--- src/rtl/vscale_mem_arbiter_pkg.sv ---
// Shared constants for the vscale memory arbiter: datapath widths, memory access
// types and the data-phase owner encoding.
package vscale_mem_arbiter_pkg;

  localparam int XPR_LEN         = 32;
  localparam int MEM_TYPE_WIDTH  = 3;
  localparam int ARB_OWNER_WIDTH = 2;

  localparam logic [MEM_TYPE_WIDTH-1:0] MEM_TYPE_LB = 3'd0;
  localparam logic [MEM_TYPE_WIDTH-1:0] MEM_TYPE_LH = 3'd1;
  localparam logic [MEM_TYPE_WIDTH-1:0] MEM_TYPE_LW = 3'd2;

  typedef enum logic [ARB_OWNER_WIDTH-1:0] {
    ARB_OWNER_NONE = 2'd0,
    ARB_OWNER_IMEM = 2'd1,
    ARB_OWNER_DMEM = 2'd2
  } arb_owner_e;

endpackage

--- src/rtl/vscale_arb_starve_ctr.sv ---
// Fairness counter: counts accepted dmem grants that denied the fetch and
// forces one imem grant once MAX_GRANTS is reached.
module vscale_arb_starve_ctr #(
  parameter int MAX_GRANTS = 4
) (
  input  logic clk_i,
  input  logic rst_i,
  input  logic adv_i,
  input  logic dmem_grant_i,
  output logic force_imem_o
);

  localparam int CW = $clog2(MAX_GRANTS + 1);

  logic [CW-1:0] cnt_q, cnt_d;

  assign force_imem_o = (cnt_q == CW'(MAX_GRANTS));

  // The fetch is requested every cycle, so every accepted dmem grant starves it
  always_comb begin
    cnt_d = cnt_q;
    if (adv_i) begin
      if (dmem_grant_i) begin
        cnt_d = cnt_q + CW'(1);
      end else begin
        cnt_d = '0;
      end
    end else begin
      cnt_d = cnt_q;
    end
  end

  always_ff @(posedge clk_i or posedge rst_i) begin
    if (rst_i) begin
      cnt_q <= '0;
    end else begin
      cnt_q <= cnt_d;
    end
  end

endmodule

--- src/rtl/vscale_mem_arbiter.sv ---
// Shares one pipelined (address/data phase) memory bus between the vscale fetch
// and data ports; dmem has priority. Optional fairness: VSCALE_ARB_FAIR_EN.
module vscale_mem_arbiter
  import vscale_mem_arbiter_pkg::*;
#(
  parameter int MAX_DMEM_GRANTS = 4
) (
  input  logic                      clk_i,
  input  logic                      reset_i,
  input  logic [XPR_LEN-1:0]        imem_addr_i,
  output logic                      imem_wait_o,
  output logic [XPR_LEN-1:0]        imem_rdata_o,
  output logic                      imem_badmem_e_o,
  input  logic                      dmem_en_i,
  input  logic                      dmem_wen_i,
  input  logic [MEM_TYPE_WIDTH-1:0] dmem_size_i,
  input  logic [XPR_LEN-1:0]        dmem_addr_i,
  input  logic [XPR_LEN-1:0]        dmem_wdata_delayed_i,
  output logic                      dmem_wait_o,
  output logic [XPR_LEN-1:0]        dmem_rdata_o,
  output logic                      dmem_badmem_e_o,
  output logic                      mem_valid_o,
  output logic                      mem_write_o,
  output logic [MEM_TYPE_WIDTH-1:0] mem_size_o,
  output logic [XPR_LEN-1:0]        mem_addr_o,
  output logic [XPR_LEN-1:0]        mem_wdata_o,
  input  logic                      mem_ready_i,
  input  logic [XPR_LEN-1:0]        mem_rdata_i,
  input  logic                      mem_err_i
);

  if (MAX_DMEM_GRANTS < 1) begin : g_bad_max_grants
    $error("MAX_DMEM_GRANTS must be at least 1");
  end

  arb_owner_e dp_owner_q, dp_owner_d;
  logic       dp_write_q, dp_write_d;
  logic       sel_d_s;
  logic       force_imem_s;

`ifdef VSCALE_ARB_FAIR_EN
  vscale_arb_starve_ctr #(
    .MAX_GRANTS (MAX_DMEM_GRANTS)
  ) u_starve_ctr (
    .clk_i        (clk_i),
    .rst_i        (reset_i),
    .adv_i        (mem_ready_i),
    .dmem_grant_i (sel_d_s),
    .force_imem_o (force_imem_s)
  );
`else
  assign force_imem_s = 1'b0;
`endif

  assign sel_d_s = dmem_en_i & ~force_imem_s;

  // Address phase: dmem if granted, otherwise the always-pending word fetch
  always_comb begin
    mem_valid_o = 1'b1;
    mem_write_o = 1'b0;
    mem_size_o  = MEM_TYPE_LW;
    mem_addr_o  = imem_addr_i;
    if (sel_d_s) begin
      mem_write_o = dmem_wen_i;
      mem_size_o  = dmem_size_i;
      mem_addr_o  = dmem_addr_i;
    end else begin
      mem_write_o = 1'b0;
      mem_size_o  = MEM_TYPE_LW;
      mem_addr_o  = imem_addr_i;
    end
  end

  // Both phases move together, and only when the bus is ready
  always_comb begin
    dp_owner_d = dp_owner_q;
    dp_write_d = dp_write_q;
    if (mem_ready_i) begin
      dp_owner_d = sel_d_s ? ARB_OWNER_DMEM : ARB_OWNER_IMEM;
      dp_write_d = sel_d_s & dmem_wen_i;
    end else begin
      dp_owner_d = dp_owner_q;
      dp_write_d = dp_write_q;
    end
  end

  always_ff @(posedge clk_i or posedge reset_i) begin
    if (reset_i) begin
      dp_owner_q <= ARB_OWNER_NONE;
      dp_write_q <= 1'b0;
    end else begin
      dp_owner_q <= dp_owner_d;
      dp_write_q <= dp_write_d;
    end
  end

  assign imem_wait_o = ~((dp_owner_q == ARB_OWNER_IMEM) & mem_ready_i);
  assign dmem_wait_o = ((dp_owner_q == ARB_OWNER_DMEM) & ~mem_ready_i)
                     | (dmem_en_i & (~mem_ready_i | ~sel_d_s));

  assign imem_rdata_o = mem_rdata_i;
  assign dmem_rdata_o = mem_rdata_i;

  assign mem_wdata_o = ((dp_owner_q == ARB_OWNER_DMEM) & dp_write_q)
                     ? dmem_wdata_delayed_i : {XPR_LEN{1'b0}};

  assign imem_badmem_e_o = mem_err_i & mem_ready_i & (dp_owner_q == ARB_OWNER_IMEM);
  assign dmem_badmem_e_o = mem_err_i & mem_ready_i & (dp_owner_q == ARB_OWNER_DMEM);

endmodule

--- config.mk ---
export PLATFORM = sky130hd
export DESIGN_NAME = vscale_mem_arbiter
export DESIGN_NICKNAME = d
export VERILOG_FILES = /design/src/rtl/vscale_mem_arbiter_pkg.sv /design/src/rtl/vscale_arb_starve_ctr.sv /design/src/rtl/vscale_mem_arbiter.sv
export SDC_FILE = /design/constraint.sdc
export NUM_CORES = 1
export LEC_CHECK = 0
export CAP_MARGIN = 40
export CELL_PAD_IN_SITES_DETAIL_PLACEMENT = 1
export CELL_PAD_IN_SITES_GLOBAL_PLACEMENT = 1
export CORE_MARGIN = 3
export CORE_UTILIZATION = 10
export CTS_BUF_LIST = sky130_fd_sc_hd__clkbuf_8
export DETAILED_ROUTE_END_ITERATION = 10
export PLACE_DENSITY = 0.84
export SLEW_MARGIN = 0
export SYNTH_ARGS = -nofsm -noshare
export SYNTH_HDL_FRONTEND = slang
export SYNTH_SLANG_ARGS = --single-unit
--- constraint.sdc ---
create_clock -name clk_i -period 1.5 [get_ports clk_i]
set_input_delay 0.3 -clock clk_i [delete_from_list [all_inputs] [get_ports clk_i]]
set_output_delay 0.3 -clock clk_i [all_outputs]
set_load 0.01 [all_outputs]
==> results.md <==
- #FFs+latches synth: 3
- Area of the multi-input gates: 746 um^2
- Seq/Total Area, Yosys: 5.66%
- Pin count of the biggest net entering global routing: 17
- Drt drc: 0
- Critical path's largest stage delay: 0.37 ns
- Post-DP HPWL: 5.87 mm
- Total power: 1.03 mW
- CTS Buf Count: 3
- Hold WC Path Type: in2async
- Post-Synthesis Net Count: 295
- Layout area overhead: 116%
- Required time of the worst setup path: 1.20 ns
- Clock skew: 0 ns
- Leakage: 1.28 nW
- Number of H-tree branching levels: 1
- CTS max path bufs: 2
- Fmax: 597 MHz
- Worst r2r path cells: 2
- Vias in the first global route: 1759
- Synthesized area per cell: 8.40 um^2
- CP Launch Type: register
- IO Pins: 274
- Levels on crit path: 5
- Post-synthesis adder-cell area fraction: 0%
- CP top delay family: simple AND/OR/NAND/NOR gates
- PwrDens: 359 nW/um^2
- Synth Area in Compound Gates: 0.377%
- Crit share post-route: 112%
- Synth warnings: 0
- Rows: 41
- Reg area: 75.1 um^2
- Share of layout cells above drive strength 1: 51.8%
- DRT Wirelength: 6.83 mm
- Die area: 14700 um^2
- Hold Buf Count CTS: 0
- WL per Instance: 15.1 um
- Clock Tree Root: clkbuf_8
- Clock-pin slew on the worst setup and hold paths: 0.03 ns
- Placer congestion estimate: 0.717
- Core area: 12800 um^2
- First-pass GRT wire length: 9.76 mm
- Fill cells: 1504
- Sink Count: 3
- WP buf/inv: 3
- Crit Path Category: reg2out
- Nets: 418
- Flop-to-flop setup slack: 0.59 ns
- Worst Path Arrival: 1.37 ns
- Clock latency on the worst-skew pair: 0.21 ns
- Final min period: 1.67 ns
- 1st-pass router iterations: 2
- Die Y-Extent: 121 um
- CTS tree: done
- First DRT Iteration DRCs: 9
- Final Cell Area: 2870 um^2
- Status: finished with violations
- Final setup fails: 32
- Failing checks: setup timing
- IO buf count: 176
- Largest family of logic cells by synthesized area: buffers and inverters
- Crit-path cells: and3b_2, buf_12, buf_16, and2_4, buf_6
- Ant diodes: 0
- Count of different cell masters after synthesis: 17
- Post-Synth XOR/XNOR Area: 0%
- Slew Limit Fails: 0
- Maximum vdd ir drop: 0.152 mV
- Final ANT Viol Nets: 0
- PnR worst setup slack: -0.174 ns
- MaxCap Viol Count: 0
- Grt total ovfl: 0
- Post-DP Area: 2840 um^2
- Setup crit end kind: output pin
- Vias per cell: 3.34
- Multiplexer share of the synthesized area: 30.7%
- GRT Util Overall: 8.43%
- Final hold viol count: 0
- Area share of and/or/nand/nor cells after synthesis: 19.7%
- Util after Layout: 22.4%
- Post-Syn Area: 1330 um^2
- Worst-path fanout max: 8
- Routed vias: 1511
- Cells after Synth: 158
- Initial antenna violation count: 0
- Die X: 121 um
- Initial Util: 10.4%
- RSZ-0062 raised after global routing: yes
- Worst path slowest cell: dfrtp_1
==> per-stage QoR <==
stage	cells	hold slack (ns)	TNS (ns)	worst slack, ns
final	452	0.262	-3.68	-0.174
after global routing	452	0.274	-5.57	-0.212
after CTS	452	0.262	-4.10	-0.194
after detailed placement	444	0.477	-21.61	-0.516
after global placement	444	0.477	-19.66	-0.501
after floorplan	158	0.0536	0	0.264
==> cell families (layout without fill, tap and decap cells) <==
kind of cell           after synthesis  count (layout)
AO/OA/AOI/OAI                        1               1
buffers and inverters               76             198
flip-flops                           3               3
multiplexers                        35              35
other                                1               1
AND/OR/NAND/NOR                     42              42
==> worst register-to-register path, cell delays in order (launching register included) <==
cell     delay, ns
dfrtp_1       0.38
buf_4         0.16
mux2_2        0.26
==> final timing paths <==
kind                                    start             end
worst min register to register     dp_write_q      dp_write_q
min in group clk_i                 dp_write_q      dp_write_q
max in group asynchronous             reset_i      dp_write_q
worst max-delay path               dp_write_q  mem_wdata_o[1]
worst min-delay path                  reset_i   dp_owner_q[1]
worst max register to register  dp_owner_q[1]   dp_owner_q[1]
==> Yosys cell counts <==
| library cell | n | area [um^2] |
|---|---|---|
| dfrtp_1 | 3 | 75.1 |
| clkbuf_1 | 1 | 3.75 |
| inv_1 | 3 | 11.3 |
| nand2b_1 | 2 | 12.5 |
| nor3_1 | 1 | 5.00 |
| conb_1 | 1 | 3.75 |
| mux2i_1 | 1 | 10.0 |
| mux2_4 | 4 | 60.1 |
| a21oi_1 | 1 | 5.00 |
| and3b_2 | 1 | 10.0 |
| mux2_2 | 30 | 338 |
| and2_1 | 35 | 219 |
| buf_6 | 5 | 56.3 |
| nand3b_1 | 1 | 7.51 |
| nor2_1 | 1 | 3.75 |
| buf_4 | 67 | 503 |
| nand2_1 | 1 | 3.75 |
==> layer usage <==
layer,track usage (%),vias to the layer above,wire (um)
met5,0,-,0
met4,0.560,0,12
met3,5.64,2,1370
met2,17.6,176,3620
met1,6.46,651,1830
li1,-,682,-
==> registers in the layout, summed over array words and instances (netlist names) <==
signal	count
dp_write_q	1
dp_owner_q	2
==> final cells by class <==
| class | count | area share (%) |
|---|---|---|
| timing repair buffer | 191 | 61.9 |
| inverter | 3 | 0.392 |
| clock buffer | 3 | 1.44 |
| tap | 172 | 7.50 |
| sequential | 3 | 2.62 |
| clock inverter | 1 | 0.131 |
| multi-input combinational | 79 | 26.0 |
==> layout by cell type (no fill, tap or decap) <==
cell             netlist  final
buf_2                  0     36
buf_6                  5     23
clkdlybuf4s15_1        0      2
nand3b_1               1      1
nand2b_4               0      1
nand2_2                0      1
inv_1                  3      4
buf_16                 0      3
nor2_1                 1      1
conb_1                 1      1
buf_12                 0      3
and3b_2                1      1
buf_4                 67      7
dlygate4sd2_1          0      8
mux2_2                30     30
a21oi_1                1      1
dfrtp_1                3      3
clkdlybuf4s50_1        0     98
nand2b_1               2      1
mux2i_1                1      1
nor3_2                 0      1
clkbuf_8               0      3
and2_1                35     14
mux2_4                 4      4
and2_4                 0     21
clkdlybuf4s15_2        0      1
buf_8                  0      1
clkbuf_2               0      9
==> timing repair <==
action,CTS,global route
pin swaps,17,0
setup buffers,1,0
endpoints found under the setup margin,72,54
gates resized for setup,294,30
cloned,3,0
==> power breakdown <==
part           leakage, nW  total, mW  internal, mW  switching [mW]
clock network       0.0269      0.223         0.174          0.0489
logic                 1.22      0.714         0.481           0.234
registers           0.0362     0.0938        0.0894         0.00440
total                 1.28       1.03         0.744           0.287
(Power assumes the default switching activity.)
